$ cat config.mk
export PLATFORM = sky130hd
export DESIGN_NAME = mul_gh_stream
export DESIGN_NICKNAME = d
export VERILOG_FILES = /design/src/rtl/mul_gh_stream.sv
export SDC_FILE = /design/constraint.sdc
export NUM_CORES = 1
export LEC_CHECK = 0
export BUFFER_PORTS_ARGS = -buffer_cell sky130_fd_sc_hd__buf_2
export CAP_MARGIN = 10
export CORE_MARGIN = 1.5
export CORE_UTILIZATION = 40
export CTS_CLUSTER_DIAMETER = 120
export CTS_CLUSTER_SIZE = 25
export DETAILED_ROUTE_END_ITERATION = 8
export SLEW_MARGIN = 20
export SYNTH_ARGS = -nofsm -noshare
export SYNTH_HDL_FRONTEND = slang
export SYNTH_SLANG_ARGS = --single-unit
$ cat constraint.sdc
create_clock -name clk -period 5.83 [get_ports clk]
set_clock_uncertainty 0.05 [all_clocks]
set_input_delay 0 -clock clk [delete_from_list [all_inputs] [get_ports clk]]
set_output_delay 0 -clock clk [all_outputs]
set_load 0.05 [all_outputs]
$ cat src/rtl/mul_gh_stream.sv
// Streaming h*g weighting stage for a WIN x WIN window, with a per-beat bypass path.
// Two-stage pipeline with a single advance enable and an idle-only writable coefficient table.
module mul_gh_stream #(
   parameter int WIN   = 11,
   parameter int LANES = 1,
   parameter int HW    = 7,
   parameter int GW    = 7,
   localparam int N    = WIN * WIN,
   localparam int B    = N / LANES,
   localparam int OW   = HW + GW,
   localparam int IW   = (B > 1) ? $clog2(B) : 1,
   localparam int AW   = (N > 1) ? $clog2(N) : 1
) (
   input  logic                      clk,
   input  logic                      rst_n,
   input  logic                      mode,
   input  logic                      in_valid,
   output logic                      in_ready,
   input  logic [LANES*HW-1:0]       in_h,
   input  logic [LANES*(OW-1)-1:0]   in_byp,
   output logic                      out_valid,
   input  logic                      out_ready,
   output logic [LANES*OW-1:0]       out_w,
   output logic [IW-1:0]             out_idx,
   output logic                      out_last,
   input  logic                      cfg_we,
   input  logic [AW-1:0]             cfg_addr,
   input  logic [GW-1:0]             cfg_data,
   output logic                      cfg_err
);

   logic [GW-1:0]             coef_q [N];

   logic [IW-1:0]             cnt_q, cnt_d;
   logic                      s1_v_q, s1_mode_q, s1_last_q;
   logic [IW-1:0]             s1_idx_q;
   logic [LANES*HW-1:0]       s1_h_q;
   logic [LANES*GW-1:0]       s1_g_q, g_rd;
   logic [LANES*(OW-1)-1:0]   s1_byp_q;
   logic                      s2_v_q, s2_last_q;
   logic [IW-1:0]             s2_idx_q;
   logic [LANES*OW-1:0]       s2_w_q, w_d;
   logic                      cfg_err_q;
   logic [AW-1:0]             e;

   logic adv, accept, idle, addr_ok, cfg_ok;

   assign adv      = !s2_v_q || out_ready;
   assign in_ready = adv;
   assign accept   = in_valid && adv;
   assign idle     = (cnt_q == '0) && !s1_v_q && !s2_v_q;
   assign addr_ok  = 32'(cfg_addr) < 32'(N);
   // A write colliding with an accepted beat is rejected so the beat sees a consistent table.
   assign cfg_ok   = cfg_we && idle && addr_ok && !accept;

   assign out_valid = s2_v_q;
   assign out_w     = s2_w_q;
   assign out_idx   = s2_idx_q;
   assign out_last  = s2_last_q;
   assign cfg_err   = cfg_err_q;

   always_comb begin
      cnt_d = cnt_q;
      if (accept) cnt_d = (cnt_q == IW'(B - 1)) ? '0 : cnt_q + 1'b1;
   end

   always_comb begin
      g_rd = '0;
      e    = '0;
      for (int k = 0; k < LANES; k++) begin
         e = AW'(cnt_q) * AW'(LANES) + AW'(k);
         if (!mode) g_rd[k*GW +: GW] = coef_q[e];
      end
   end

   always_comb begin
      w_d = '0;
      for (int k = 0; k < LANES; k++) begin
         if (s1_mode_q)
            w_d[k*OW +: OW] = {1'b0, s1_byp_q[k*(OW-1) +: (OW-1)]};
         else
            w_d[k*OW +: OW] = OW'(s1_h_q[k*HW +: HW]) * OW'(s1_g_q[k*GW +: GW]);
      end
   end

   // Table is deliberately outside the reset domain so it survives rst_n.
   always_ff @(posedge clk) begin
      if (cfg_ok) coef_q[cfg_addr] <= cfg_data;
   end

   always_ff @(posedge clk or negedge rst_n) begin
      if (!rst_n) begin
         cnt_q     <= '0;
         s1_v_q    <= 1'b0;
         s1_mode_q <= 1'b0;
         s1_last_q <= 1'b0;
         s1_idx_q  <= '0;
         s1_h_q    <= '0;
         s1_g_q    <= '0;
         s1_byp_q  <= '0;
         s2_v_q    <= 1'b0;
         s2_last_q <= 1'b0;
         s2_idx_q  <= '0;
         s2_w_q    <= '0;
         cfg_err_q <= 1'b0;
      end else begin
         cnt_q     <= cnt_d;
         cfg_err_q <= cfg_we && !cfg_ok;
         if (adv) begin
            s1_v_q <= accept;
            if (accept) begin
               s1_mode_q <= mode;
               s1_idx_q  <= cnt_q;
               s1_last_q <= (cnt_q == IW'(B - 1));
               s1_h_q    <= in_h;
               s1_g_q    <= g_rd;
               s1_byp_q  <= in_byp;
            end
            s2_v_q <= s1_v_q;
            if (s1_v_q) begin
               s2_w_q    <= w_d;
               s2_idx_q  <= s1_idx_q;
               s2_last_q <= s1_last_q;
            end
         end
      end
   end

endmodule

# == Word level (Yosys, flattened, before mapping) ==
# Memory sizes are Yosys's and may differ from the RTL's.
# Index checks and enable logic that the tools add are counted.
# Widths: inputs -> output; s select.
# totals
elab_cells,38
ramBits,847
output_inout_bits,25
n_memories,1
inputBits,40
reg_bits,68
# op_classes
n_reduce_logical,15
n_mux,5
mul,1
n_addsub,1
eq_ne,1
order_cmp,1
# memory_table
name,depth,word_bits,read_ports,rd_ports_with_merged_regs,write_ports,line_no,text
coef_q,121,7,1,0,1,32,logic [GW-1:0] coef_q [N];
# op_table
op,n
$mul 7x7->14,1
$mux 14,1
$mux 7,2
$add 7x1->7 const B,1
$eq 7x7->1 const B,1
$logic_and 1x1->1,7
$logic_not 7->1,1
$lt 7x7->1 const B,1
$logic_not 1->1,4
$reduce_and 2->1,2
$mux 1,2
$logic_or 1x1->1,1

# == Logic depth before layout (Yosys ltp) ==
# depth
word_depth,8
ltp_mapped,16
ltp_nobuf,16

# == Least setup slack after synthesis ==
# OpenSTA, ideal clock, no wires.
# synth_timing
path_kind,register -> register
start,register s1_g_q[1]
end,register s2_w_q[12] (netlist: out_w[12])
path_stages_with_launch,16
period_less_slack_ns,4.221
setup_ns,0.116
setup_slack_ns,1.609
arrival_ns,4.056
path_cell_list,dfrtp_1 -> and2_1 -> fa_1 -> inv_1 -> fa_1 -> inv_1 -> fa_1 -> inv_1 -> fa_1 -> inv_1 -> ha_1 -> and2_1 -> a211o_1 -> a41oi_1 -> xor2_1 -> o311ai_0
# synth_between
elab_chain_len,2
# synth_lines
item,line_no,text
"start, declared",38,"logic [LANES*GW-1:0] s1_g_q, g_rd;"
"start signal, assigned",116,s1_g_q <= g_rd;
$mul 7x7->14,82,w_d[k*OW +: OW] = OW'(s1_h_q[k*HW +: HW]) * OW'(s1_g_q[k*GW +: GW]);
$mux 14,79,if (s1_mode_q)
"end signal, assigned",121,s2_w_q <= w_d;
"end, declared",42,"logic [LANES*OW-1:0] s2_w_q, w_d;"
# No other way between the ends.
# A chain may end at the register's enable or synchronous reset.

# == Final worst setup path ==
# layout_timing
start,register s1_g_q[3]
end,register s2_w_q[9] (netlist: out_w[9])
# Same word-level chain as after synthesis.

==> flow_summary.yaml <==
critical_path:
  cp_top_family: "adder cells"
  worstPathCellList: "and2_1 > fa_1 > inv_1 > fa_1 > inv_1 > fa_1 > inv_1 > fa_1 > inv_1 > ha_1 > a2111oi_0 > o21ba_2 > o31ai_1 > mux2_2"
  crit_slowest_cell: "a2111oi_0"
  critPathKind: "flip-flop to flip-flop"
  cp-end-kind: "flip-flop"
  critPathArrivalTime_ns: 5.02
  path_max_fanout: 10
  cp-start-kind: "flip-flop"
  cpPeakStageDelay_ns: 0.61
  path_buf_inv: 4
  required_ns: 6.26
placement:
  numPortBuffers: 64
  gp_congestion: 0.817
  dp_hpwl_microns: 55800
  placed_cells: 3214
yosys:
  syn_avg_cell_area_sq_um: 19.0
  synth_cells: 1970
  synth_cell_types: 61
  synth-async-reset-ratio_pct: 7.43
  synth-seq-cells: 915
  ys.flop_type: "edfxtp_1"
  synth_edf_count: 847
  syn_area_sq_um: 37300
  synth_nets: 2068
  ys_warn_count: 0
  yosysSeqAreaShare_pct: 72.7
final_layout:
  drive_above_1_share_pct: 19.5
  final_core_util_pct: 44.0
  final_cells: 3308
  nets: 2145
  area_growth_pct: 8.46
  nFillCells: 7888
power:
  vdd_drop_max_mv: 0.221
  power-per-cell-area_nw_per_um2: 378
  power_w: 0.0153
  p_leak_nw: 13.0
clocking:
  cts_tree: "yes"
  clkSlewWorstSetupHoldPaths_ns: 0.10
  numCtsBuffers: 42
  cts_root_buf: "clkbuf_16"
  postCtsSetupRepairBufs: 0
  cts_max_path_buffers: 3
  insertion_delay_ns: 0.62
  htreeDepth: 2
  cts_sinks: 915
floorplanning:
  core_area_sq_um: 92100
  die_area_sq_um: 95200
  fp.dieH_microns: 309
  start_util_pct: 40.6
  placementRows: 111
  pin_count: 65
  die_x_microns: 309
global_routing:
  grt_first_pass_wirelength_microns: 129000
  overflow: 0
  grt_max_degree: 104
  grt_pass1_vias: 18800
  antenna_found_initial: 7
  grt_util_all_layers_pct: 18.6
detailed_routing:
  drt_iter0_markers: 2011
  route.detailed.drc: 0
  num_vias: 18500
  vias_per_cell: 5.60
  drt-pass1-iter-count: 6
  ant_nets: 0
  totalWireLength_microns: 88000
  avgRoutedWirePerCell_microns: 26.6
sta:
  tightestPinTransition_ns: 0.973
  min_period_ns: 4.59
  finalSetupViolCount: 0
  slew_violations: 0
  clock.fmax_mhz: 218
  hold_violations: 0
  grt_setup_unrepaired: "no"
  max-slew-margin-rel_pct: 35.2
  hold_slack_ns: 0.0446
  fin_tns_setup_ns: 0
  period_share_pct: 78.8
flow_run:
  cap_violations: 0
status:
  status: "completed"
hold_path:
  hold_path.class: "input port to flip-flop"
what timing repair did:
action,in CTS,in global routing
hold buffers,32,0
gates resized for setup,0,0
setup endpoints to repair,0,0
endpoints found under the hold margin,480,0
per-layer routing:
metal  track usage [%]  part of all wire [%]  vias up
met5                 0                 0.041        -
met4              3.95                   1.8        6
met3              2.77                   6.2       96
met2              30.4                    49      568
met1              26.6                    43     9922
li1                  -                     -     7942
worst reg2reg max path: stages, from the launching register on:
cell       delay, ns
dfrtp_1         0.49
and2_1          0.23
fa_1            0.49
inv_1           0.06
fa_1            0.53
inv_1           0.05
fa_1            0.47
inv_1           0.05
fa_1            0.48
inv_1           0.04
ha_1            0.32
a2111oi_0       0.61
o21ba_2         0.25
o31ai_1         0.06
mux2_2          0.29
report_power, final:
group / internal, W / switching [W] / total (W) / leakage (nW)
Combinational: 0.00183 / 0.00266 / 0.00449 / 3.96
Clock: 0.00137 / 0.00195 / 0.00332 / 0.558
Sequential: 0.00730 / 0.000195 / 0.00750 / 8.47
Total: 0.0105 / 0.00481 / 0.0153 / 13.0
cell type report:
cell class	instances	area (sq um)	share of cell area (%)
clock inverters	3	22.5	0.0556
inverters	28	105	0.259
well taps	1243	1560	3.84
repair buffers	133	948	2.34
flip-flops and latches	915	27100	67.0
diodes	3	7.51	0.0185
multi-input cells	927	9590	23.7
clock buffers	56	1120	2.78
path summary, 6_finish.rpt:
path | start | to | slack, ns | depth (start not counted)
min in group asynchronous | rst_n | s1_idx_q[6]$_DFFE_PN0P_ | 0.08 | 3
max in group asynchronous | rst_n | cnt_q[0]$_DFFE_PN0P_ | 4.97 | 3
min reg2reg | s1_idx_q[3]$_DFFE_PN0P_ | s1_idx_q[3]$_DFFE_PN0P_ | 0.43 | 2
max | s1_g_q[3]$_DFFE_PN0P_ | out_w[9]$_DFFE_PN0P_ | 1.24 | 14
max reg2reg | s1_g_q[3]$_DFFE_PN0P_ | out_w[9]$_DFFE_PN0P_ | 1.24 | 14
min | in_valid | s1_byp_q[12]$_DFFE_PN0P_ | 0.04 | 4
through the flow:
step | area, sq um | setup slack [ns]
5_1_grt | 40500 | 1.05
3_3_place_gp | 39000 | 1.36
4_1_cts | 40500 | 1.29
3_5_place_dp | 39000 | 1.32
2_1_floorplan | 37300 | 1.61
6_report | 40500 | 1.24
Yosys cell counts, types with 3 or more instances:
master / instances / area share, %
nor2_1: 146 / 1.5
inv_1: 27 / 0.27
o22ai_1: 9 / 0.15
a21o_1: 6 / 0.12
nand4_1: 4 / 0.067
o21ai_0: 42 / 0.56
ha_1: 34 / 1.1
dfrtp_1: 68 / 4.6
mux2i_1: 49 / 1.3
buf_1: 7 / 0.070
a211oi_1: 12 / 0.24
a22o_1: 3 / 0.070
nor3b_1: 3 / 0.060
a22oi_1: 11 / 0.22
buf_4: 16 / 0.32
nor3_1: 14 / 0.19
clkbuf_1: 46 / 0.46
buf_2: 23 / 0.31
a21oi_1: 20 / 0.27
a31oi_1: 3 / 0.050
nand2_1: 163 / 1.6
edfxtp_1: 847 / 68
o22a_1: 4 / 0.094
or3_1: 3 / 0.050
a32oi_1: 3 / 0.070
mux2_2: 14 / 0.42
nand3_1: 22 / 0.29
and3_1: 4 / 0.067
fa_1: 24 / 1.3
and2_1: 40 / 0.67
o31ai_1: 5 / 0.10
mux4_2: 228 / 14
or2_2: 3 / 0.050
buf_6: 8 / 0.24
xnor2_1: 6 / 0.14
nor2b_1: 13 / 0.22
nand2b_1: 6 / 0.10
logic make-up (layout without fill, tap and decap cells):
logic type	Yosys count	in the layout	synth area share, %
DFF	915	915	72.7
and+or+nand+nor	428	428	5.02
xor gates and xnor gates	7	7	0.164
AOI/OAI and AO/OA	143	143	2.56
buffers and inverters	128	220	1.69
muxes	291	291	15.5
other	0	3	0
adders and majority gates	58	58	2.43
flip-flops by register name, summed over array words and instances, names as in the netlist:
register,count
coef_q,847
out_w,14
s1_byp_q,13
cnt_q,7
out_idx,7
s1_g_q,7
s1_h_q,7
s1_idx_q,7
cfg_err,1
out_last,1
out_valid,1
s1_last_q,1
s1_mode_q,1
s1_v_q,1
placed cells by master, fill, tap and decap left out, types with 9 or more instances in the layout:
master,count
clkbuf_1,13
mux2i_1,49
dfrtp_1,64
a21oi_1,20
edfxtp_1,847
o21ai_0,42
nor3_1,14
and2_1,41
mux2_2,14
mux4_2,228
dlygate4sd3_1,32
nand2_1,162
o22ai_1,9
nor2_1,146
a22oi_1,11
a211oi_1,12
inv_1,27
nor2b_1,13
buf_4,43
nand3_1,20
clkbuf_16,43
ha_1,34
buf_2,57
fa_1,24
Power figures use the tool's default switching activity.
